[config.mk]
export PLATFORM = sky130hd
export DESIGN_NAME = ibex_rf_wr_arbiter_flat
export DESIGN_NICKNAME = d
export VERILOG_FILES = /design/src/rtl/ibex_rf_wr_arbiter_pkg.sv /design/src/rtl/ibex_rf_wr_arbiter_if.sv /design/src/rtl/ibex_rf_wr_arbiter_clear_seq.sv /design/src/rtl/ibex_rf_wr_arbiter.sv /design/src/flat_wrapper.sv
export SDC_FILE = /design/constraint.sdc
export NUM_CORES = 1
export LEC_CHECK = 0
export BUFFER_PORTS_ARGS = -buffer_cell sky130_fd_sc_hd__buf_2
export CAP_MARGIN = 20
export CORE_ASPECT_RATIO = 1.2
export CORE_MARGIN = 2
export CORE_UTILIZATION = 41
export CTS_BUF_LIST = sky130_fd_sc_hd__clkbuf_4 sky130_fd_sc_hd__clkbuf_8
export CTS_CLUSTER_SIZE = 16
export DETAILED_ROUTE_END_ITERATION = 12
export GPL_ROUTABILITY_DRIVEN = 0
export GPL_TIMING_DRIVEN = 0
export PLACE_DENSITY_LB_ADDON = 0.2
export SLEW_MARGIN = 20
export SYNTH_ARGS = -nofsm -noshare
export SYNTH_HDL_FRONTEND = slang
export SYNTH_SLANG_ARGS = --single-unit
[constraint.sdc]
create_clock -name clk_i -period 2.1 [get_ports clk_i]
set_clock_uncertainty 0.2 [all_clocks]
set_input_delay 0.42 -clock clk_i [delete_from_list [all_inputs] [get_ports clk_i]]
set_output_delay 0.42 -clock clk_i [all_outputs]
set_load 0.05 [all_outputs]
[src/rtl/ibex_rf_wr_arbiter_pkg.sv]
// Shared types and sizing helpers for the register-file write-port arbiter.
package ibex_rf_wr_arb_pkg;

  localparam int unsigned RfDataWidth  = 32;
  localparam int unsigned RfAddrWidthI = 5;
  localparam int unsigned RfAddrWidthE = 4;
  localparam int unsigned RfNumWordsI  = 32;
  localparam int unsigned RfNumWordsE  = 16;

  typedef enum logic [0:0] {
    RF_ARB_CLEAR = 1'b0,
    RF_ARB_RUN   = 1'b1
  } rf_arb_state_e;

  typedef struct packed {
    logic [4:0]             addr;
    logic [RfDataWidth-1:0] wdata;
  } rf_wr_req_t;

  function automatic int unsigned rf_addr_width(input bit rv32e);
    return rv32e ? RfAddrWidthE : RfAddrWidthI;
  endfunction

  function automatic int unsigned rf_num_words(input bit rv32e);
    return rv32e ? RfNumWordsE : RfNumWordsI;
  endfunction

  // RV32E has no x16..x31, so bit 4 is dropped before any compare or write
  function automatic logic [4:0] rf_addr_mask(input bit rv32e, input logic [4:0] addr);
    return rv32e ? {1'b0, addr[3:0]} : addr;
  endfunction

endpackage

[src/rtl/ibex_rf_wr_arbiter_if.sv]
// Writeback request/grant bundle for the EX and LSU sources.
interface ibex_rf_wr_arbiter_if #(
  parameter int unsigned DataWidth = 32
);

  logic                 ex_req;
  logic [4:0]           ex_addr;
  logic [DataWidth-1:0] ex_wdata;
  logic                 ex_gnt;
  logic                 lsu_req;
  logic [4:0]           lsu_addr;
  logic [DataWidth-1:0] lsu_wdata;
  logic                 lsu_gnt;

  modport master (
    output ex_req, ex_addr, ex_wdata, lsu_req, lsu_addr, lsu_wdata,
    input  ex_gnt, lsu_gnt
  );

  modport slave (
    input  ex_req, ex_addr, ex_wdata, lsu_req, lsu_addr, lsu_wdata,
    output ex_gnt, lsu_gnt
  );

endinterface

[src/rtl/ibex_rf_wr_arbiter_clear_seq.sv]
// Post-reset sweep address generator; done_o marks the last writable register.
module ibex_rf_clear_seq
  import ibex_rf_wr_arb_pkg::*;
#(
  parameter bit RV32E = 1'b0
) (
  input  logic       clk_i,
  input  logic       rst_ni,
  input  logic       en_i,
  output logic [4:0] addr_o,
  output logic       done_o
);

  localparam int unsigned     AddrW    = rf_addr_width(RV32E);
  localparam logic [AddrW-1:0] LastAddr = AddrW'(rf_num_words(RV32E) - 1);

  logic [AddrW-1:0] addr_r;

  // sweep counter starts at x1 because x0 is never written
  always_ff @(posedge clk_i) begin
    if (!rst_ni) begin
      addr_r <= AddrW'(1);
    end else if (en_i) begin
      addr_r <= addr_r + AddrW'(1);
    end else begin
      addr_r <= addr_r;
    end
  end

  assign addr_o = 5'(addr_r);
  assign done_o = en_i && (addr_r == LastAddr);

endmodule

[src/rtl/ibex_rf_wr_arbiter.sv]
// Register-file write-port arbiter (EX vs LSU) with post-reset clear sweep.
// Optional anti-starvation for EX is built when IBEX_RF_WR_ARB_STARVE_EN is defined.
module ibex_rf_wr_arbiter
  import ibex_rf_wr_arb_pkg::*;
#(
  parameter bit          RV32E     = 1'b0,
  parameter int unsigned DataWidth = RfDataWidth,
  parameter int unsigned MaxStall  = 4
) (
  input  logic                 clk_i,
  input  logic                 rst_ni,
  ibex_rf_wr_arbiter_if.slave  wr_bus,
  output logic [4:0]           rf_waddr_o,
  output logic [DataWidth-1:0] rf_wdata_o,
  output logic                 rf_we_o,
  input  logic [4:0]           raddr_a_i,
  input  logic [4:0]           raddr_b_i,
  output logic                 hazard_a_o,
  output logic                 hazard_b_o,
  output logic                 init_done_o
);

  if ((MaxStall < 1) || (MaxStall > 15)) begin : g_bad_max_stall
    $error("MaxStall must be within 1..15");
  end

  rf_arb_state_e        state_r, state_s;
  logic [4:0]           sweep_addr_s;
  logic                 sweep_done_s;
  logic                 ex_prio_s, ex_gnt_s, lsu_gnt_s;
  logic                 stage_valid_s;
  rf_wr_req_t           stage_s;
  logic                 rf_we_r;
  logic [4:0]           rf_waddr_r;
  logic [DataWidth-1:0] rf_wdata_r;

  ibex_rf_clear_seq #(.RV32E(RV32E)) u_clear_seq (
    .clk_i  (clk_i),
    .rst_ni (rst_ni),
    .en_i   (state_r == RF_ARB_CLEAR),
    .addr_o (sweep_addr_s),
    .done_o (sweep_done_s)
  );

  // FSM state register
  always_ff @(posedge clk_i) begin
    if (!rst_ni) begin
      state_r <= RF_ARB_CLEAR;
    end else begin
      state_r <= state_s;
    end
  end

  // FSM next state: RUN is only left through reset
  always_comb begin
    state_s = state_r;
    case (state_r)
      RF_ARB_CLEAR: begin
        if (sweep_done_s) state_s = RF_ARB_RUN;
        else              state_s = RF_ARB_CLEAR;
      end
      RF_ARB_RUN:   state_s = RF_ARB_RUN;
      default:      state_s = RF_ARB_CLEAR;
    endcase
  end

`ifdef IBEX_RF_WR_ARB_STARVE_EN
  localparam logic [3:0] StallMax = 4'(MaxStall);
  logic [3:0] stall_cnt_r;

  // counts consecutive EX denials, saturating at the priority threshold
  always_ff @(posedge clk_i) begin
    if (!rst_ni) begin
      stall_cnt_r <= 4'd0;
    end else if (!wr_bus.ex_req || ex_gnt_s) begin
      stall_cnt_r <= 4'd0;
    end else if (stall_cnt_r < StallMax) begin
      stall_cnt_r <= stall_cnt_r + 4'd1;
    end else begin
      stall_cnt_r <= stall_cnt_r;
    end
  end

  assign ex_prio_s = wr_bus.ex_req && (stall_cnt_r == StallMax);
`else
  assign ex_prio_s = 1'b0;
`endif

  // grant logic: LSU first unless EX has been starved long enough
  always_comb begin
    ex_gnt_s  = 1'b0;
    lsu_gnt_s = 1'b0;
    if (rst_ni && (state_r == RF_ARB_RUN)) begin
      lsu_gnt_s = wr_bus.lsu_req && !ex_prio_s;
      ex_gnt_s  = wr_bus.ex_req && !lsu_gnt_s;
    end else begin
      ex_gnt_s  = 1'b0;
      lsu_gnt_s = 1'b0;
    end
  end

  assign wr_bus.ex_gnt  = ex_gnt_s;
  assign wr_bus.lsu_gnt = lsu_gnt_s;

  // select what enters the output stage this cycle
  always_comb begin
    stage_valid_s = 1'b0;
    stage_s       = '0;
    if (state_r == RF_ARB_CLEAR) begin
      stage_valid_s = 1'b1;
      stage_s.addr  = sweep_addr_s;
      stage_s.wdata = '0;
    end else if (lsu_gnt_s) begin
      stage_valid_s = 1'b1;
      stage_s.addr  = rf_addr_mask(RV32E, wr_bus.lsu_addr);
      stage_s.wdata = RfDataWidth'(wr_bus.lsu_wdata);
    end else if (ex_gnt_s) begin
      stage_valid_s = 1'b1;
      stage_s.addr  = rf_addr_mask(RV32E, wr_bus.ex_addr);
      stage_s.wdata = RfDataWidth'(wr_bus.ex_wdata);
    end else begin
      stage_valid_s = 1'b0;
    end
  end

  // output stage; address/data only move on a real (nonzero) write
  always_ff @(posedge clk_i) begin
    if (!rst_ni) begin
      rf_we_r    <= 1'b0;
      rf_waddr_r <= 5'd0;
      rf_wdata_r <= '0;
    end else begin
      rf_we_r <= stage_valid_s && (stage_s.addr != 5'd0);
      if (stage_valid_s && (stage_s.addr != 5'd0)) begin
        rf_waddr_r <= stage_s.addr;
        rf_wdata_r <= DataWidth'(stage_s.wdata);
      end else begin
        rf_waddr_r <= rf_waddr_r;
        rf_wdata_r <= rf_wdata_r;
      end
    end
  end

  assign rf_we_o     = rf_we_r;
  assign rf_waddr_o  = rf_waddr_r;
  assign rf_wdata_o  = rf_wdata_r;
  assign init_done_o = rst_ni && (state_r == RF_ARB_RUN);
  assign hazard_a_o  = init_done_o && rf_we_r &&
                       (rf_addr_mask(RV32E, raddr_a_i) == rf_waddr_r);
  assign hazard_b_o  = init_done_o && rf_we_r &&
                       (rf_addr_mask(RV32E, raddr_b_i) == rf_waddr_r);

endmodule

[src/flat_wrapper.sv]
// flat-port wrapper written by rule: the top's interface ports become plain ports
module ibex_rf_wr_arbiter_flat import ibex_rf_wr_arb_pkg::*;
#(
  parameter bit          RV32E     = 1'b0,
  parameter int unsigned DataWidth = RfDataWidth,
  parameter int unsigned MaxStall  = 4
)
  (clk_i, rst_ni, rf_waddr_o, rf_wdata_o, rf_we_o, raddr_a_i, raddr_b_i, hazard_a_o, hazard_b_o, init_done_o, wr_bus_ex_req, wr_bus_ex_addr, wr_bus_ex_wdata, wr_bus_lsu_req, wr_bus_lsu_addr, wr_bus_lsu_wdata, wr_bus_ex_gnt, wr_bus_lsu_gnt);
  ibex_rf_wr_arbiter_if #(.DataWidth(DataWidth)) wr_bus_i ();
  input  logic clk_i;
  input  logic rst_ni;
  output logic [4:0] rf_waddr_o;
  output logic [DataWidth-1:0] rf_wdata_o;
  output logic rf_we_o;
  input  logic [4:0] raddr_a_i;
  input  logic [4:0] raddr_b_i;
  output logic hazard_a_o;
  output logic hazard_b_o;
  output logic init_done_o;
  input wire logic [$bits(wr_bus_i.ex_req)-1:0] wr_bus_ex_req;
  input wire logic [$bits(wr_bus_i.ex_addr)-1:0] wr_bus_ex_addr;
  input wire logic [$bits(wr_bus_i.ex_wdata)-1:0] wr_bus_ex_wdata;
  input wire logic [$bits(wr_bus_i.lsu_req)-1:0] wr_bus_lsu_req;
  input wire logic [$bits(wr_bus_i.lsu_addr)-1:0] wr_bus_lsu_addr;
  input wire logic [$bits(wr_bus_i.lsu_wdata)-1:0] wr_bus_lsu_wdata;
  output wire logic [$bits(wr_bus_i.ex_gnt)-1:0] wr_bus_ex_gnt;
  output wire logic [$bits(wr_bus_i.lsu_gnt)-1:0] wr_bus_lsu_gnt;
  assign wr_bus_i.ex_req = wr_bus_ex_req;
  assign wr_bus_i.ex_addr = wr_bus_ex_addr;
  assign wr_bus_i.ex_wdata = wr_bus_ex_wdata;
  assign wr_bus_i.lsu_req = wr_bus_lsu_req;
  assign wr_bus_i.lsu_addr = wr_bus_lsu_addr;
  assign wr_bus_i.lsu_wdata = wr_bus_lsu_wdata;
  assign wr_bus_ex_gnt = wr_bus_i.ex_gnt;
  assign wr_bus_lsu_gnt = wr_bus_i.lsu_gnt;
  ibex_rf_wr_arbiter #(.RV32E(RV32E), .DataWidth(DataWidth), .MaxStall(MaxStall)) u_core (.clk_i(clk_i), .rst_ni(rst_ni), .wr_bus(wr_bus_i), .rf_waddr_o(rf_waddr_o), .rf_wdata_o(rf_wdata_o), .rf_we_o(rf_we_o), .raddr_a_i(raddr_a_i), .raddr_b_i(raddr_b_i), .hazard_a_o(hazard_a_o), .hazard_b_o(hazard_b_o), .init_done_o(init_done_o));
endmodule
; ---- After elaboration in Yosys (flattened, before gate mapping)
; Cells that the tools add are included.
[word_totals]
regBits = 44
in_bits = 88
output_inout_bits = 43
elab_cells = 29
[op_classes]
addsub = 1
n_eq_ne = 3
mux = 10
n_bitwise = 1
n_reduce_logical = 9
[ops]
columns = operator, n
row1 = 37-bit 2-to-1 mux, 3
row2 = 5-bit == test, 2
row3 = 1-bit logical AND, 7
row4 = 1-bit 2-to-1 mux, 6
row5 = "5-bit by 1-bit adder with 5-bit output, second input constant", 1
row6 = "5-bit == test, second input constant", 1
row7 = 5-bit nonzero test, 1
row8 = 1-bit one-hot mux with 2 select lines, 1
row9 = 1-bit logical NOT, 1
row10 = 1-bit NOT, 1

; ---- Longest topological paths before layout
[logic_depth]
word_depth = 8
ltp_mapped = 8
mapped_depth_nobuf = 5

; ---- By module
; Synthesis repeated with hierarchy kept, for this count alone.
[hier_totals]
cells_unflattened = 235
area_unflattened_um2 = 2222.1
[by_module_without_submodules]
columns = module, instances, cells_per_inst, area_each_um2, seq_area_each_um2
row1 = ibex_rf_wr_arbiter, 1, 211, 1970.6, 780.7
row2 = ibex_rf_clear_seq, 1, 24, 251.5, 100.1

; ---- Least setup slack after synthesis
; OpenSTA, ideal clock, no wires.
[synth_path]
path_type = reg-to-output
from = reg u_core.rf_waddr_r[3], in the netlist u_core.rf_waddr_o[3]
to = out hazard_b_o
t_arrival_ns = 2.518
t_required_ns = 1.480
path_slack_ns = -1.038
path_stages_with_launch = 4
path_buffers = 0
path_cell_list = dfxtp_1 > xnor2_1 > nand4_1 > nor4_1
[synth_via]
elab_chain_len = 2
[synth_lines]
columns = item, line_no
row1 = "start, declared", ibex_rf_wr_arbiter.sv:34  ; logic [4:0] rf_waddr_r;
row2 = "start signal, assigned", ibex_rf_wr_arbiter.sv:135  ; rf_waddr_r <= stage_s.addr;
row3 = "start signal, assigned", ibex_rf_wr_arbiter.sv:138  ; rf_waddr_r <= rf_waddr_r;
row4 = 5-bit == test, ibex_rf_wr_arbiter.sv:151  ; (rf_addr_mask(RV32E, raddr_b_i) == rf_waddr_r);
row5 = 1-bit logical AND, ibex_rf_wr_arbiter.sv:150  ; assign hazard_b_o = init_done_o && rf_we_r &&
row6 = "end, declared", flat_wrapper.sv:18  ; output logic hazard_b_o;
; No other way between the ends.

; ---- Final worst setup path
[layout_path]
from = reg u_core.state_r
to = reg u_core.rf_wdata_r[28], in the netlist u_core.rf_wdata_o[28]
[layout_via]
elab_chain_len = 7
word_cells_on_any_way = 11
cone_classes = mux (8) / reduce/logical (3)
[layout_lines]
columns = item, line_no
row1 = "start, declared", ibex_rf_wr_arbiter.sv:27  ; rf_arb_state_e state_r, state_s;
row2 = "start signal, assigned", ibex_rf_wr_arbiter.sv:50  ; state_r <= state_s;
row3 = 1-bit logical AND, ibex_rf_wr_arbiter.sv:93  ; if (rst_ni && (state_r == RF_ARB_RUN)) begin
row4 = 1-bit 2-to-1 mux, ibex_rf_wr_arbiter.sv:93
row5 = 37-bit 2-to-1 mux, ibex_rf_wr_arbiter.sv:117  ; end else if (ex_gnt_s) begin
row6 = 37-bit 2-to-1 mux, ibex_rf_wr_arbiter.sv:113  ; end else if (lsu_gnt_s) begin
row7 = 37-bit 2-to-1 mux, ibex_rf_wr_arbiter.sv:109  ; if (state_r == RF_ARB_CLEAR) begin
row8 = 5-bit nonzero test, ibex_rf_wr_arbiter.sv:134  ; if (stage_valid_s && (stage_s.addr != 5'd0)) begin
row9 = 1-bit logical AND, ibex_rf_wr_arbiter.sv:134
row10 = "end signal, assigned", ibex_rf_wr_arbiter.sv:136  ; rf_wdata_r <= DataWidth'(stage_s.wdata);
row11 = "end signal, assigned", ibex_rf_wr_arbiter.sv:139  ; rf_wdata_r <= rf_wdata_r;
row12 = "end, declared", ibex_rf_wr_arbiter.sv:35  ; logic [DataWidth-1:0] rf_wdata_r;
; Several ways; a longest one is shown, not always the timed one.
; A chain may end at the register's enable or synchronous reset.

==> results.cfg <==
[clock_network]
cts.reportedPaths.clkPinSlew_ns = 0.08
clk_latency_ns = 0.29
htree_num_levels = 2
cts_sinks = 44
cts_tree = yes
hold_buffers = 0
clock_path_buffers = 2
numCtsBuffers = 5
cts_root_buffer = clkbuf_8

[global_routing]
grt_max_degree = 14
antenna_found_initial = 0
grt_pass1_vias = 2158
grt_pass1_wl_mm = 9.791
grt_overflow = 0
grt_use_total_pct = 20.00

[placement]
dp_slack_ns = -0.5259
placed_cell_area_um2 = 3038
hpwlAfterDp_mm = 4.733
placedCellCount = 444
port_buffers = 129

[synthesis]
yosysWarnings = 0
syn_area_um2 = 2282
ys_ff_latch = 44
synth.distinct_cells = 38
synth_nets = 343
synthTopCellsByArea = dfxtp_1, mux2i_1, a22o_1
syn_inst = 253
synth-seq-area-share_pct = 38.60
synthArstFlopShare_pct = 0
syn_area_per_cell_um2 = 9.021
synth_top_area_cell = dfxtp_1
synth_top_area_share_pct = 38.60
synth_edf_count = 0
ys.flop_type = dfxtp_1
synth.most_common_cell = nand2_1
synth_common_cells = nand2_1, dfxtp_1, a22o_1, mux2i_1, nor2_1

[sta]
clock.fmax_mhz = 456.9
setup_violations = 30
rsz0062_at_grt = true
tightest_slew_ns = 0.4601
period_minus_slack_ns = 2.189
hold_violations = 0
fin_crit_sh_pct = 104.2
worst_hold_slack_ns = 0.2183
setup_slack_ns = -0.08852
max_slew_margin_pct = 69.32
slew_violations = 0

[floorplanning]
die-area_um2 = 6182
placementRows = 29
die_h_um = 85.73
io_pins = 131
start_util_pct = 42.79
die_x_um = 72.11
core_um2 = 5334

[critical_path]
cp_max_fo = 7
path_class = flip-flop to flip-flop
start_kind = flip-flop
critPathSlowestCell = or3b_4
end_kind = flip-flop
cp.required_ns = 2.09
slowest_delay_ns = 0.41
arrival_ns = 2.18
cp_cell_sequence = clkbuf_16 > nand2_8 > a32oi_2 > or3b_4 > or3_1 > buf_6 > buf_16 > o22a_1

[routing]
first_pass_iters = 4
avgRoutedWirePerCell_um = 13.47
drc = 0
antenna_left = 0
detail_route.vias_per_cell = 5.158
wl_mm = 6.210
drt_iter0_markers = 116
vias = 2378

[finish]
multiInputGateArea_um2 = 1325
postLayoutCellArea_um2 = 3323
drive_above_1_share_pct = 43.11
utilization_pct = 62.30
register_area_um2 = 882.1
final_cells = 461
final.fill_count = 468
nets = 488
area_delta_synth_final_pct = 45.61
antenna_cells = 0

[power_and_ir_drop]
power_leakage_uw = 0.001672
p_seq_share_pct = 46.8
p_per_area_nw_per_um2 = 576.2
swShare_pct = 29.32
combPwrFrac_pct = 25.0
intPower_uw = 1353
p_switching_uw = 561.5
ir_worst_vdd_v = 0.0004097
p_clk_share_pct = 28.2

[job]
maxCapViolations = 0

[worst_hold_path]
hold_class = input port to flip-flop

[outcome]
failed_checks = negative setup slack
status = finished with violations
layout by cell type, fill, tap and decap left out, types with 3 or more instances in the layout:
master,count
buf_2,126
nand2_1,47
dfxtp_1,43
a22o_1,23
mux2i_1,23
nor2_1,21
buf_4,13
a22oi_1,12
o22a_1,11
xnor2_1,7
clkbuf_1,7
buf_6,6
xor2_1,6
clkbuf_8,6
buf_8,3
nand4_1,3
final timing paths:
check                        start                     to  slack, ns  cells after the start
max                 u_core.state_r  u_core.rf_wdata_o[28]      -0.09                      8
min                         rst_ni   u_core.rf_wdata_o[7]       0.22                      3
max reg2reg         u_core.state_r  u_core.rf_wdata_o[28]      -0.09                      8
min reg2reg  u_core.rf_wdata_o[31]  u_core.rf_wdata_o[31]       0.26                      2
through the flow:
stage / total power, uW / TNS, ns
floorplan: 1210 / -5.797
global placement: 1354 / -17.63
detailed placement: 1358 / -17.39
CTS: 1927 / -2.508
global route: 1995 / -3.369
finish: 1915 / -1.891
routing by layer:
layer,global-route usage [%],vias to the layer above,part of all wire (%)
li1,-,1193,-
met1,23.74,1060,40
met2,35.61,114,50
met3,4.348,11,7.8
met4,6.003,0,1.5
met5,0,-,0
critical path: cells and delay by family (launching register included):
kind	cells	cell delay (ns)
flops	1	0.34
simple gates	3	0.86
compound gates	2	0.24
buf+inv	3	0.44
layout make-up:
type                       count  area share [%]
buffer                        18           4.669
clock buffer                   6           2.485
clock inverter                 2          0.3012
inverter                       3          0.6401
multi-input combinational    186           39.87
sequential                    44           26.54
tap                           62           2.334
timing repair buffer         140           23.16
state kept, by name (all words and copies together), names as in the netlist:
register / cells
u_core.rf_wdata_o: 32
u_core.state_r: 1
u_core.rf_waddr_o: 5
u_core.rf_we_o: 1
u_core.u_clear_seq.addr_o: 5
power by group through the flow:
| stage | logic, uW | clock network [uW] | registers, uW |
|---|---|---|---|
| 2_1_floorplan | 219 | 0 | 992 |
| 3_3_place_gp | 442 | 0 | 912 |
| 3_5_place_dp | 445 | 0 | 913 |
| 4_1_cts | 478 | 554 | 895 |
| 5_1_grt | 514 | 581 | 900 |
| 6_report | 479 | 540 | 896 |
cell families after synthesis:
logic type               Yosys count  synth area share, %
AO/OA/AOI/OAI                     59                21.38
adder cells (fa/ha/maj)            2                1.096
flip-flops                        44                38.60
AND/OR/NAND/NOR                   89                17.76
multiplexers                      23                10.09
buffers and inverters             23                6.085
XOR/XNOR                          13                4.989
repair_timing:
item                                    CTS  global route
pin swaps                                 6             3
cloned                                    1             0
endpoints found under the setup margin   38            40
endpoints found under the hold margin     0             0
setup buffers                             8             2
gates resized for setup                  26             5
Note: power is estimated with default switching activity, not from simulation.
